<file path="src/rtl/npu_mem_pkg.sv">
// Shared constants for the NPU SRAM bank and its memory clients.
package npu_mem_pkg;

  localparam int SRAM_DATA_WIDTH = 128;
  localparam int SRAM_DEPTH      = 2048;
  localparam int SRAM_ADDR_WIDTH = $clog2(SRAM_DEPTH);

  localparam int REQ_DMA    = 0;
  localparam int REQ_WFETCH = 1;
  localparam int REQ_WB     = 2;

endpackage

</file>
<file path="src/rtl/sram_arbiter_rr_pick.sv">
// Round-robin picker: first valid requester at or after ptr, wrapping at NUM_REQ.
module rr_pick #(
  parameter int NUM_REQ = 3,
  parameter int IDX_W   = $clog2(NUM_REQ)
) (
  input  logic [NUM_REQ-1:0] valid,
  input  logic [IDX_W-1:0]   ptr,
  output logic [NUM_REQ-1:0] grant,
  output logic [IDX_W-1:0]   idx
);

  int               cand;
  logic [IDX_W-1:0] cand_idx;
  logic             found;

  always_comb begin
    grant    = '0;
    idx      = ptr;
    found    = 1'b0;
    cand     = 0;
    cand_idx = '0;
    for (int k = 0; k < NUM_REQ; k++) begin
      cand = int'(ptr) + k;
      if (cand >= NUM_REQ) cand = cand - NUM_REQ;
      cand_idx = IDX_W'(cand);
      if (!found && valid[cand_idx]) begin
        found           = 1'b1;
        grant[cand_idx] = 1'b1;
        idx             = cand_idx;
      end
    end
  end

endmodule

</file>
<file path="src/rtl/sram_arbiter.sv">
// Round-robin arbiter sharing one single-port SRAM among NUM_REQ clients, with bounded burst lock.
module sram_arbiter
  import npu_mem_pkg::*;
#(
  parameter int NUM_REQ    = 3,
  parameter int DATA_WIDTH = SRAM_DATA_WIDTH,
  parameter int DEPTH      = SRAM_DEPTH,
  parameter int ADDR_WIDTH = $clog2(DEPTH),
  parameter int MAX_LOCK   = 16
) (
  input  logic                          clk,
  input  logic                          rst_n,
  input  logic [NUM_REQ-1:0]            req_valid,
  output logic [NUM_REQ-1:0]            req_ready,
  input  logic [NUM_REQ-1:0]            req_we,
  input  logic [NUM_REQ-1:0]            req_lock,
  input  logic [NUM_REQ*ADDR_WIDTH-1:0] req_addr,
  input  logic [NUM_REQ*DATA_WIDTH-1:0] req_wdata,
  output logic [NUM_REQ-1:0]            rsp_valid,
  output logic [DATA_WIDTH-1:0]         rsp_rdata,
  output logic                          sram_en,
  output logic                          sram_we,
  output logic [ADDR_WIDTH-1:0]         sram_addr,
  output logic [DATA_WIDTH-1:0]         sram_wdata,
  input  logic [DATA_WIDTH-1:0]         sram_rdata
);

  localparam int IDX_W = $clog2(NUM_REQ);
  localparam int CNT_W = $clog2(MAX_LOCK + 1);

  logic [IDX_W-1:0]   ptr;
  logic [IDX_W-1:0]   owner;
  logic               locked;
  logic [CNT_W-1:0]   lock_cnt;
  logic [CNT_W-1:0]   lock_cnt_nxt;
  logic [NUM_REQ-1:0] pick_grant;
  logic [IDX_W-1:0]   pick_idx;
  logic [IDX_W-1:0]   g;
  logic               xfer;
  logic               g_lock;

  function automatic logic [IDX_W-1:0] wrap_inc(input logic [IDX_W-1:0] i);
    if (i == IDX_W'(NUM_REQ - 1)) return '0;
    else return i + 1'b1;
  endfunction

  rr_pick #(
    .NUM_REQ (NUM_REQ),
    .IDX_W   (IDX_W)
  ) u_pick (
    .valid (req_valid),
    .ptr   (ptr),
    .grant (pick_grant),
    .idx   (pick_idx)
  );

  // A held lock overrides the rotation: only the owner can see ready.
  always_comb begin
    g         = pick_idx;
    req_ready = pick_grant;
    if (locked) begin
      g                = owner;
      req_ready        = '0;
      req_ready[owner] = req_valid[owner];
    end
  end

  assign xfer         = |(req_valid & req_ready);
  assign g_lock       = req_lock[g];
  assign lock_cnt_nxt = lock_cnt + 1'b1;

  always_comb begin
    sram_addr  = req_addr[ADDR_WIDTH-1:0];
    sram_wdata = req_wdata[DATA_WIDTH-1:0];
    for (int i = 0; i < NUM_REQ; i++) begin
      if (IDX_W'(i) == g) begin
        sram_addr  = req_addr[i*ADDR_WIDTH +: ADDR_WIDTH];
        sram_wdata = req_wdata[i*DATA_WIDTH +: DATA_WIDTH];
      end
    end
  end

  assign sram_en   = xfer;
  assign sram_we   = xfer & req_we[g];
  assign rsp_rdata = sram_rdata;

  // Stage boundary: grant/lock state and the read-response strobe, aligned with SRAM latency.
  always_ff @(posedge clk or negedge rst_n) begin
    if (!rst_n) begin
      ptr       <= '0;
      owner     <= '0;
      locked    <= 1'b0;
      lock_cnt  <= '0;
      rsp_valid <= '0;
    end else begin
      rsp_valid <= req_valid & req_ready & ~req_we;
      if (xfer) begin
        if (!locked) begin
          if (g_lock && (MAX_LOCK > 1)) begin
            locked   <= 1'b1;
            owner    <= g;
            lock_cnt <= CNT_W'(1);
          end else begin
            ptr <= wrap_inc(g);
          end
        end else if (g_lock && (lock_cnt_nxt != CNT_W'(MAX_LOCK))) begin
          lock_cnt <= lock_cnt_nxt;
        end else begin
          ptr      <= wrap_inc(owner);
          locked   <= 1'b0;
          lock_cnt <= '0;
        end
      end
    end
  end

  a_ready_onehot: assert property (@(posedge clk) disable iff (!rst_n) $onehot0(req_ready));
  a_rsp_onehot:   assert property (@(posedge clk) disable iff (!rst_n) $onehot0(rsp_valid));

endmodule

</file>
<file path="config.mk">
export PLATFORM = sky130hd
export DESIGN_NAME = sram_arbiter
export DESIGN_NICKNAME = d
export VERILOG_FILES = /design/src/rtl/npu_mem_pkg.sv /design/src/rtl/sram_arbiter_rr_pick.sv /design/src/rtl/sram_arbiter.sv
export SDC_FILE = /design/constraint.sdc
export NUM_CORES = 1
export LEC_CHECK = 0
export BUFFER_PORTS_ARGS = -buffer_cell sky130_fd_sc_hd__buf_2
export CAP_MARGIN = 0
export CORE_AREA = 4 4 324 326
export DETAILED_ROUTE_END_ITERATION = 10
export DIE_AREA = 0 0 328 330
export GPL_TIMING_DRIVEN = 0
export HOLD_SLACK_MARGIN = 0.12
export PLACE_DENSITY = 0.3
export SLEW_MARGIN = 20
export SYNTH_ARGS = -nofsm -noshare
export SYNTH_HDL_FRONTEND = slang
export SYNTH_SLANG_ARGS = --single-unit
export TNS_END_PERCENT = 20
</file>
<file path="constraint.sdc">
create_clock -name clk -period 3.5 [get_ports clk]
set_input_delay 0.525 -clock clk [delete_from_list [all_inputs] [get_ports clk]]
set_output_delay 0.525 -clock clk [all_outputs]
set_load 0.02 [all_outputs]
</file>
# Yosys cells after proc, flatten, opt, wreduce, memory -nomap -nowiden
# Index checks and enable logic that the tools add are counted.
# word_totals
latch_bits	0
register_bits	13
mem_count	0
mem_bits_rw	0
elab_cells	102
mem_bits_ro	0
# op_classes
n_mul	0
magnitude_cmp	12
n_mux	48
n_shift	0
n_eq_ne	7
add_sub_neg	8
reduce_logical	14
bitwise_logic	8
div_mod_pow	0
# ops
op	n
2-to-1 mux 128 bit	2
2-to-1 mux 2 bit	12
2-to-1 mux 11 bit	2
< comparator 2 x 3 -> 1 bit, second input constant	5
2-to-1 mux 1 bit	15
2-to-1 mux 5 bit	3
binary-select mux 1 bit (select 2 bit)	6
2-to-1 mux 3 bit	4
bitwise AND 3 bit	3
demux 1 bit (select 2 bit)	4
>= comparator 2 x 1 -> 1 bit, second input constant	4
logical AND 1 bit	7
>= comparator 3 x 2 -> 1 bit, second input constant	2
bitwise OR 3 bit	2
AND reduction 3 bit	2
adder 5 x 1 -> 5 bit, second input constant	1
inequality test 5 bit, second input constant	1
adder 2 x 1 -> 2 bit, second input constant	2
equality test 2 bit, second input constant	2
inequality test 2 bit, second input constant	2
subtractor 2 x 1 -> 2 bit, second input constant	2
adder 2 x 1 -> 3 bit, second input constant	1
adder 2 x 2 -> 3 bit, second input constant	1
NOT 3 bit	1
other kinds (10)	11

# Depth between registers and ports, before layout
# Gate-level depths: netlist (run 1).
# depth
depth_word	17
depth_mapped	14
depth_no_buf	10

# By module
# From an unflattened synthesis (run 1), not the netlist that was laid out.
# unflattened
cells_unflattened	728
area_unflattened_um2	4329.2
# modules_own_cells
module	instances	area_per_inst_um2	cells_per_inst
sram_arbiter	1	3973.8	683
rr_pick	1	355.3	45

# Least setup slack after synthesis (run 1)
# No wires, ideal clock.
# synth_path
kind	register to output
from	register ptr[0]
to	output port sram_addr[8]
t_arrival_ns	2.828
path_stages_with_launch	12
path_slack_ns	0.147
cell_sequence	dfrtp_1 inv_1 ha_1 buf_1 a32oi_1 or4_4 o311ai_4 xor2_1 buf_2 buf_2 o22ai_1 nor2_1
# synth_between
elab_chain_len	15
# synth_lines
item	line_no	source
start, declared	sram_arbiter.sv:31	logic [IDX_W-1:0] ptr;
start signal, assigned	sram_arbiter.sv:104	ptr <= wrap_inc(g);
start signal, assigned	sram_arbiter.sv:109	ptr <= wrap_inc(owner);
branches (longest 10 deep; another with adder 2 x 1 -> 3 bit)	-	
2-to-1 mux 2 bit *	sram_arbiter_rr_pick.sv:26	if (!found && valid[cand_idx]) begin
2-to-1 mux 2 bit *	sram_arbiter.sv:61	if (locked) begin
equality test 1 x 2 -> 1 bit	sram_arbiter.sv:76	if (IDX_W'(i) == g) begin
2-to-1 mux 11 bit	sram_arbiter.sv:76	
2-to-1 mux 11 bit *	sram_arbiter.sv:76	
end, declared	sram_arbiter.sv:23	output logic [ADDR_WIDTH-1:0] sram_addr,
# Mark *: on every way between the ends. The select of a mux whose other input is x is not followed.

# Worst setup path in the final report (run 1)
# layout_path
from	register ptr[1]
to	output port sram_wdata[90]
# layout_between
elab_chain_len	15
# layout_lines
item	line_no	source
branches (longest 10 deep; another with adder 2 x 1 -> 3 bit)	-	
2-to-1 mux 2 bit *	sram_arbiter_rr_pick.sv:26	
2-to-1 mux 2 bit *	sram_arbiter.sv:61	
equality test 1 x 2 -> 1 bit	sram_arbiter.sv:76	
2-to-1 mux 128 bit	sram_arbiter.sv:76	
2-to-1 mux 128 bit *	sram_arbiter.sv:76	
end, declared	sram_arbiter.sv:24	output logic [DATA_WIDTH-1:0] sram_wdata,
# Marks and branches as above.

==> results of run 1 <==
worst max path at each step:
stage	from	endpoint	slack, ps
2_1_floorplan	ptr[0]	sram_addr[8]	150
3_3_place_gp	ptr[0]	sram_wdata[78]	-2200
5_1_grt	ptr[1]	sram_wdata[107]	-500
6_report	ptr[1]	sram_wdata[90]	-380
3_5_place_dp	ptr[0]	sram_wdata[78]	-1970
4_1_cts	ptr[1]	sram_wdata[25]	-420
timing repair:
action                                 in CTS  in global routing
buffers inserted                           23                 12
pin swaps                                  65                 50
resized for setup                         444                157
setup endpoints to repair                 145                141
cloned                                      8                  7
endpoints found under the hold margin       0                  0
area by class of cell:
type / instances / area [µm²] / share of cell area, %
sequential: 13 / 327 / 2.59
buffer: 184 / 1830 / 14.6
inverter: 10 / 41.3 / 0.328
timing repair buffer: 746 / 4800 / 38.1
clock buffer: 4 / 78.8 / 0.626
tap: 1368 / 1710 / 13.6
multi-input combinational: 535 / 3790 / 30.1
antenna: 4 / 10.0 / 0.0795
per-layer routing:
| layer | wire (µm) | share of wire (%) | up-vias |
|---|---|---|---|
| met3 | 5720 | 8.6 | 65 |
| met4 | 1600 | 2.4 | 14 |
| met2 | 32300 | 49 | 509 |
| met5 | 93 | 0.14 | - |
| met1 | 26600 | 40 | 3708 |
| li1 | - | - | 3958 |
through the flow:
step / hold slack (ps) / cell area [µm²]
final: 172 / 12600
after floorplan: 229 / 4370
after CTS: 186 / 11700
after global routing: 201 / 12600
after detailed placement: 444 / 9580
after global placement: 450 / 9580
cell families (layout without fill, tap and decap cells):
kind of cell             after synthesis  count (layout)  share of synthesized area (%)
AO/OA/AOI/OAI                        183             183                           28.5
XOR/XNOR                               1               1                          0.200
adder cells (fa/ha/maj)                5               5                           1.43
buffers and inverters                195             944                           29.1
flip-flops                            13              13                           7.44
multiplexers                          10              10                           2.29
other                                  0               4                              0
AND/OR/NAND/NOR                      336             336                           31.0
cell usage after synthesis (3+ instances only):
| cell | count | area [µm²] |
|---|---|---|
| clkbuf_1 | 11 | 41.3 |
| inv_1 | 9 | 33.8 |
| o22ai_1 | 140 | 876 |
| ha_1 | 5 | 62.6 |
| nand2_1 | 12 | 45.0 |
| dfrtp_1 | 13 | 325 |
| o21ai_0 | 6 | 30.0 |
| nor2b_1 | 5 | 31.3 |
| buf_4 | 130 | 976 |
| buf_2 | 42 | 210 |
| nand2b_1 | 7 | 43.8 |
| a21oi_1 | 3 | 15.0 |
| nand3_1 | 6 | 30.0 |
| mux2i_1 | 10 | 100 |
| nor2_1 | 291 | 1090 |
flip-flops by register name, indices dropped and copies added (netlist names):
signal     flops
lock_cnt       5
locked         1
owner          2
ptr            2
rsp_valid      3
worst max-delay path: cells and delay by family, from the launching register on:
| kind | cells | cell delay, ps |
|---|---|---|
| buf+inv | 6 | 980 |
| simple gates | 3 | 910 |
| flops | 1 | 460 |
| compound gates | 3 | 390 |
| fa+ha+maj | 1 | 170 |
| xor+xnor | 1 | 150 |
==> summary.txt, run 1 <==
Clock tree
  • CTS sink cnt: 13
  • CTS root buffer: clkbuf_16
  • Clk buf depth: 2
  • CTS tree: built
  • Clock Latency Late Sink: 240 ps
  • Reg clk slew, reported paths: 50 ps
  • Post-CTS Hold Buffers: 0
  • CTS Buf Count: 3
  • Htree depth: 1

Critical path
  • Crit path capture type: output port
  • Critical-path maximum fanout: 10
  • CP max-delay cell: or4_4
  • Crit path DAT: roughly 3400 ps
  • CP peak stage delay: 490 ps
  • Critical path required time: 2970 ps
  • Setup slack, reg-to-reg: between 400 and 500 ps
  • FF-to-FF End: lock_cnt[3]
  • Crit path cell chain: inv_4 -> ha_4 -> and3b_2 -> o21bai_4 -> or4_4 -> o311ai_4 -> buf_6 -> xor2_4 -> buf_12 -> buf_16 -> buf_12 -> o22ai_2 -> nor2_2 -> buf_6
  • RR Startpoint: ptr[1]
  • R2R depth: 11
  • Worst setup SP type: flop
  • CP Class: reg -> out

Global route
  • Met3 global-route usage: slightly above 3%
  • Vias in the first global route: 8,474
  • Grt peak-use layer: met2
  • Met2 Use GR: 19.3%
  • First-pass GRT wire length: 79,400 µm
  • Initial antenna violation count: 27
  • GR Util All Layers: 11.0%
  • Largest net degree at the start of global routing: 14
  • Grt total ovfl: 0
  • Met1 usage: 13.5%

Finish
  • Area grow syn2layout: 188%
  • Fill cells: 11,900
  • Most frequent cells in the layout: 565 x buf_2, 224 x buf_4, 224 x nor2_1
  • Most common cell after layout, fill and taps aside: buf_2
  • Final nets: 2,054
  • Core Util, Final: 12.4%
  • Final cell count without fillers: 2,864
  • Layout cell share with drive strength beyond 1: 73.2%

Placement
  • DP HPWL: 57,600 µm
  • I/O Buffers: 699
  • Setup slack at placement: -1970 ps
  • Placer Congestion: 0.784
  • Placed Instances: 2,810

Routing
  • DRC Markers: 0
  • Avg WL per Cell: roughly 23 µm
  • Initial drt markers: between 200 and 300
  • DR pass1 iterations: 5
  • Vias: between 8,000 and 9,000
  • WL final: roughly 66,000 µm
  • Post-route ant nets: 0
  • Vias per cell: 2.88

Timing
  • Final hold violation count: 0
  • Fin Setup TNS: -36,030 ps
  • Final Cycle Share: 111%
  • RSZ-0062 raised after global routing: true
  • Relative slew margins: 65.6%
  • Final setup margin: -383 ps
  • Endpoints failing setup: between 100 and 150
  • Min cycle time layout: 3880 ps
  • Worst slew pin tran: between 500 and 600 ps
  • Fmax: ~260 MHz
  • Slew Limit Fails: 0
  • Worst Clk Skew: 1.36 ps

Synthesis
  • Post-synthesis net count: 1,304
  • EDFF count, synth: 0
  • Synth Register Bits: 13
  • Yosys warns: 0
  • Mean Syn Cell Area: 5.89 µm²
  • Top flip-flop cell by instance count after synthesis: dfrtp_1
  • Post-Synthesis Cells: 743
  • Sequential fraction of the synthesis area: between 7 and 8%
  • Syn Std Cell Area: 4370 µm²
  • Synth cell types: between 50 and 60
  • Async SR Flop Fraction: 100%

Flow run
  • Max Cap Violations: 0

Floorplan
  • Core Region: around 100,000 µm²
  • Cell Rows: 117
  • # IOs: 831
  • Initial Utilization: 4.30%
  • Die Y: 330 µm
  • Die W: between 300 and 400 µm
  • Die ar.: 108,000 µm²

Hold path
  • Min-Delay Path Class: in -> async

Run status
  • Failing checks: setup timing
  • Status: complete, but fails checks
Power of run 1 is left out: the tool's default activity adds up to more than one toggle a clock period on the data nets, which glitch-free logic cannot reach.
==> run 2, diff against run 1 <==
- clock period: 3.5 -> 4.2 ns (I/O delays scaled with it)
==> run 2 against run 1 <==
Non-clock buffer count is 36 lower. Largest cell class unchanged. Wire length is 5.6% lower. First-iteration DRC count is 7.5% lower. Global-route usage is 0.59 points lower. The flow now finishes without violations. Critical path depth is 1 higher.
==> summary.txt, run 2 (synthesis results as in run 1) <==
Routing
  • Post-route ant nets: 0 (unchanged)
  • DR pass1 iterations: 4 (-1)
  • Vias: 8,023 (-2.8%)
  • Avg WL per Cell: 22.1 µm (-4.5%)
  • WL final: 62,500 µm (-5.6%)
  • DRC Markers: 0 (unchanged)
  • Vias per cell: 2.83 (-1.7%)
  • Initial drt markers: 247 (-7.5%)

Critical path
  • R2R depth: 13 (+2)
  • Largest delay share family, worst path: buffers and inverters
  • Critical path required time: 3570 ps (+600 ps)
  • Crit path capture type: output port
  • CP most frequent cell: buf_4
  • Crit path cell chain: inv_2 -> ha_1 -> buf_4 -> nor3b_4 -> a32oi_1 -> or4_4 -> o311ai_4 -> buf_4 -> xor2_4 -> buf_12 -> buf_12 -> buf_8 -> o22ai_1 -> nor2_2 -> buf_4
  • Crit path DAT: 3470 ps (+110 ps)
  • RR Startpoint: ptr[1]
  • CP Class: reg -> out
  • Buf/Inv on CP: 7 (+1)
  • Critical-path maximum fanout: 10 (unchanged)
  • Setup crit start: ptr[1]
  • Setup slack, reg-to-reg: 930 ps (+520 ps)
  • FF-to-FF End: lock_cnt[3]
  • CP peak stage delay: 440 ps (-50 ps)
  • CP max-delay cell: dfrtp_2
  • Worst setup SP type: flop

Global route
  • Initial antenna violation count: 31 (+15%)
  • Vias in the first global route: 8,274 (-2.4%)
  • Largest net degree at the start of global routing: 14 (unchanged)
  • GR Util All Layers: 10.4% (-0.59 points)
  • Grt total ovfl: 0 (unchanged)
  • First-pass GRT wire length: 75,600 µm (-4.8%)

Placement
  • I/O Buffers: 699 (unchanged)
  • Placed Instances: 2,810 (unchanged)
  • Placed Area: 9580 µm² (unchanged)
  • DP HPWL: 57,600 µm (unchanged)
  • Placer Congestion: 0.784 (unchanged)

Flow run
  • Max Cap Violations: 0 (unchanged)

Timing
  • Min cycle time layout: 4100 ps
  • Worst Clk Skew: 2.69 ps (+1.34 ps)
  • Slew Limit Fails: 0 (unchanged)
  • RSZ-0062 raised after global routing: true
  • Endpoints failing setup: 0 (-100%)
  • Worst slew pin tran: 474 ps (-41.7 ps)
  • Fmax: about 240 MHz
  • Final hold violation count: 0 (unchanged)
  • Relative slew margins: 68.3% (+2.7 points)
  • Final Cycle Share: between 90% and 100%

Floorplan
  • Cell Rows: 117 (unchanged)
  • Die Y: 330 µm (unchanged)
  • Die ar.: 108,000 µm² (unchanged)
  • # IOs: 831 (unchanged)
  • Core Region: 102,000 µm² (unchanged)
  • Die W: 328 µm (unchanged)
  • Initial Utilization: 4.30% (unchanged)

Clock tree
  • Clock Latency Late Sink: 240 ps (about the same)
  • Post-CTS Hold Buffers: 0 (unchanged)
  • CTS Buf Count: 3 (unchanged)
  • CTS sink cnt: 13 (unchanged)
  • CTS tree: built
  • CTS root buffer: clkbuf_16
  • Reg clk slew, reported paths: 50 ps (about the same)
  • Clk buf depth: 2 (unchanged)
  • Htree depth: 1 (unchanged)

Finish
  • Most frequent cells in the layout: 659 x buf_2, 268 x nor2_1, 173 x buf_4
  • Core Util, Final: 10.4% (-2.0 points)
  • Most common cell after layout, fill and taps aside: buf_2
  • Design area: 10,600 µm² (-16%)
  • Final cell count without fillers: 2,831 (-1.2%)
  • Area grow syn2layout: 142%
  • Layout cell share with drive strength beyond 1: 66.1% (-7.1 points)
  • Max reg flops: 5 (unchanged)
  • Top Registers: lock_cnt (5), rsp_valid (3)
  • Largest register by flop count: lock_cnt
  • Final nets: 2,018 (-1.8%)

Hold path
  • Min-Delay Path Class: in -> async

Run status
  • Status: complete, no violations
run 2: cell types whose count changed in the layout (fill, tap and decap cells not counted), sizes merged:
cell / change
buf: -53
clkbuf: +17
diode: +3
run 2: stage by stage:
stage | setup TNS, ps | setup slack [ps] | hold slack (ps)
2_1_floorplan | 0 | 719 | 334
3_3_place_gp | -123390 | -1600 | 555
3_5_place_dp | -97520 | -1370 | 549
4_1_cts | -101 | -50.6 | 291
5_1_grt | -114 | -23.6 | 306
6_report | 0 | 99.2 | 279
run 2: what timing repair did:
| item | 4_1_cts | 5_1_grt |
|---|---|---|
| resized for setup | 151 | 85 |
| buffers inserted | 5 | 5 |
| pin swaps | 12 | 10 |
| setup endpoints to repair | 139 | 123 |
| gates cloned | 0 | 1 |
run 2: metal layers:
layer	wire length [µm]	vias up	share of wire (%)	track usage [%]
li1	-	3884	-	-
met1	24500	3550	39	12.2
met2	30600	515	49	18.4
met3	5840	60	9.3	3.59
met4	1460	14	2.3	2.31
met5	89	-	0.14	0
run 2: layout make-up:
| cell class | count | area [µm²] |
|---|---|---|
| clock buffers | 4 | 78.8 |
| plain buffers | 184 | 1530 |
| repair buffers | 710 | 3760 |
| diodes | 7 | 17.5 |
| well taps | 1368 | 1710 |
| inverters | 10 | 37.5 |
| flip-flops and latches | 13 | 327 |
| fillers | 12100 | 91200 |
| multi-input cells | 535 | 3110 |
run 2: worst max-delay path by stage:
stage	depth (start not counted)	endpoint	slack (ps)
6_report	15	sram_wdata[8]	100
5_1_grt	15	sram_wdata[107]	-20
2_1_floorplan	13	sram_wdata[10]	720
3_5_place_dp	12	sram_wdata[78]	-1370
3_3_place_gp	14	sram_wdata[78]	-1600
4_1_cts	14	sram_wdata[51]	-50
Power of run 2 is left out for the same reason.
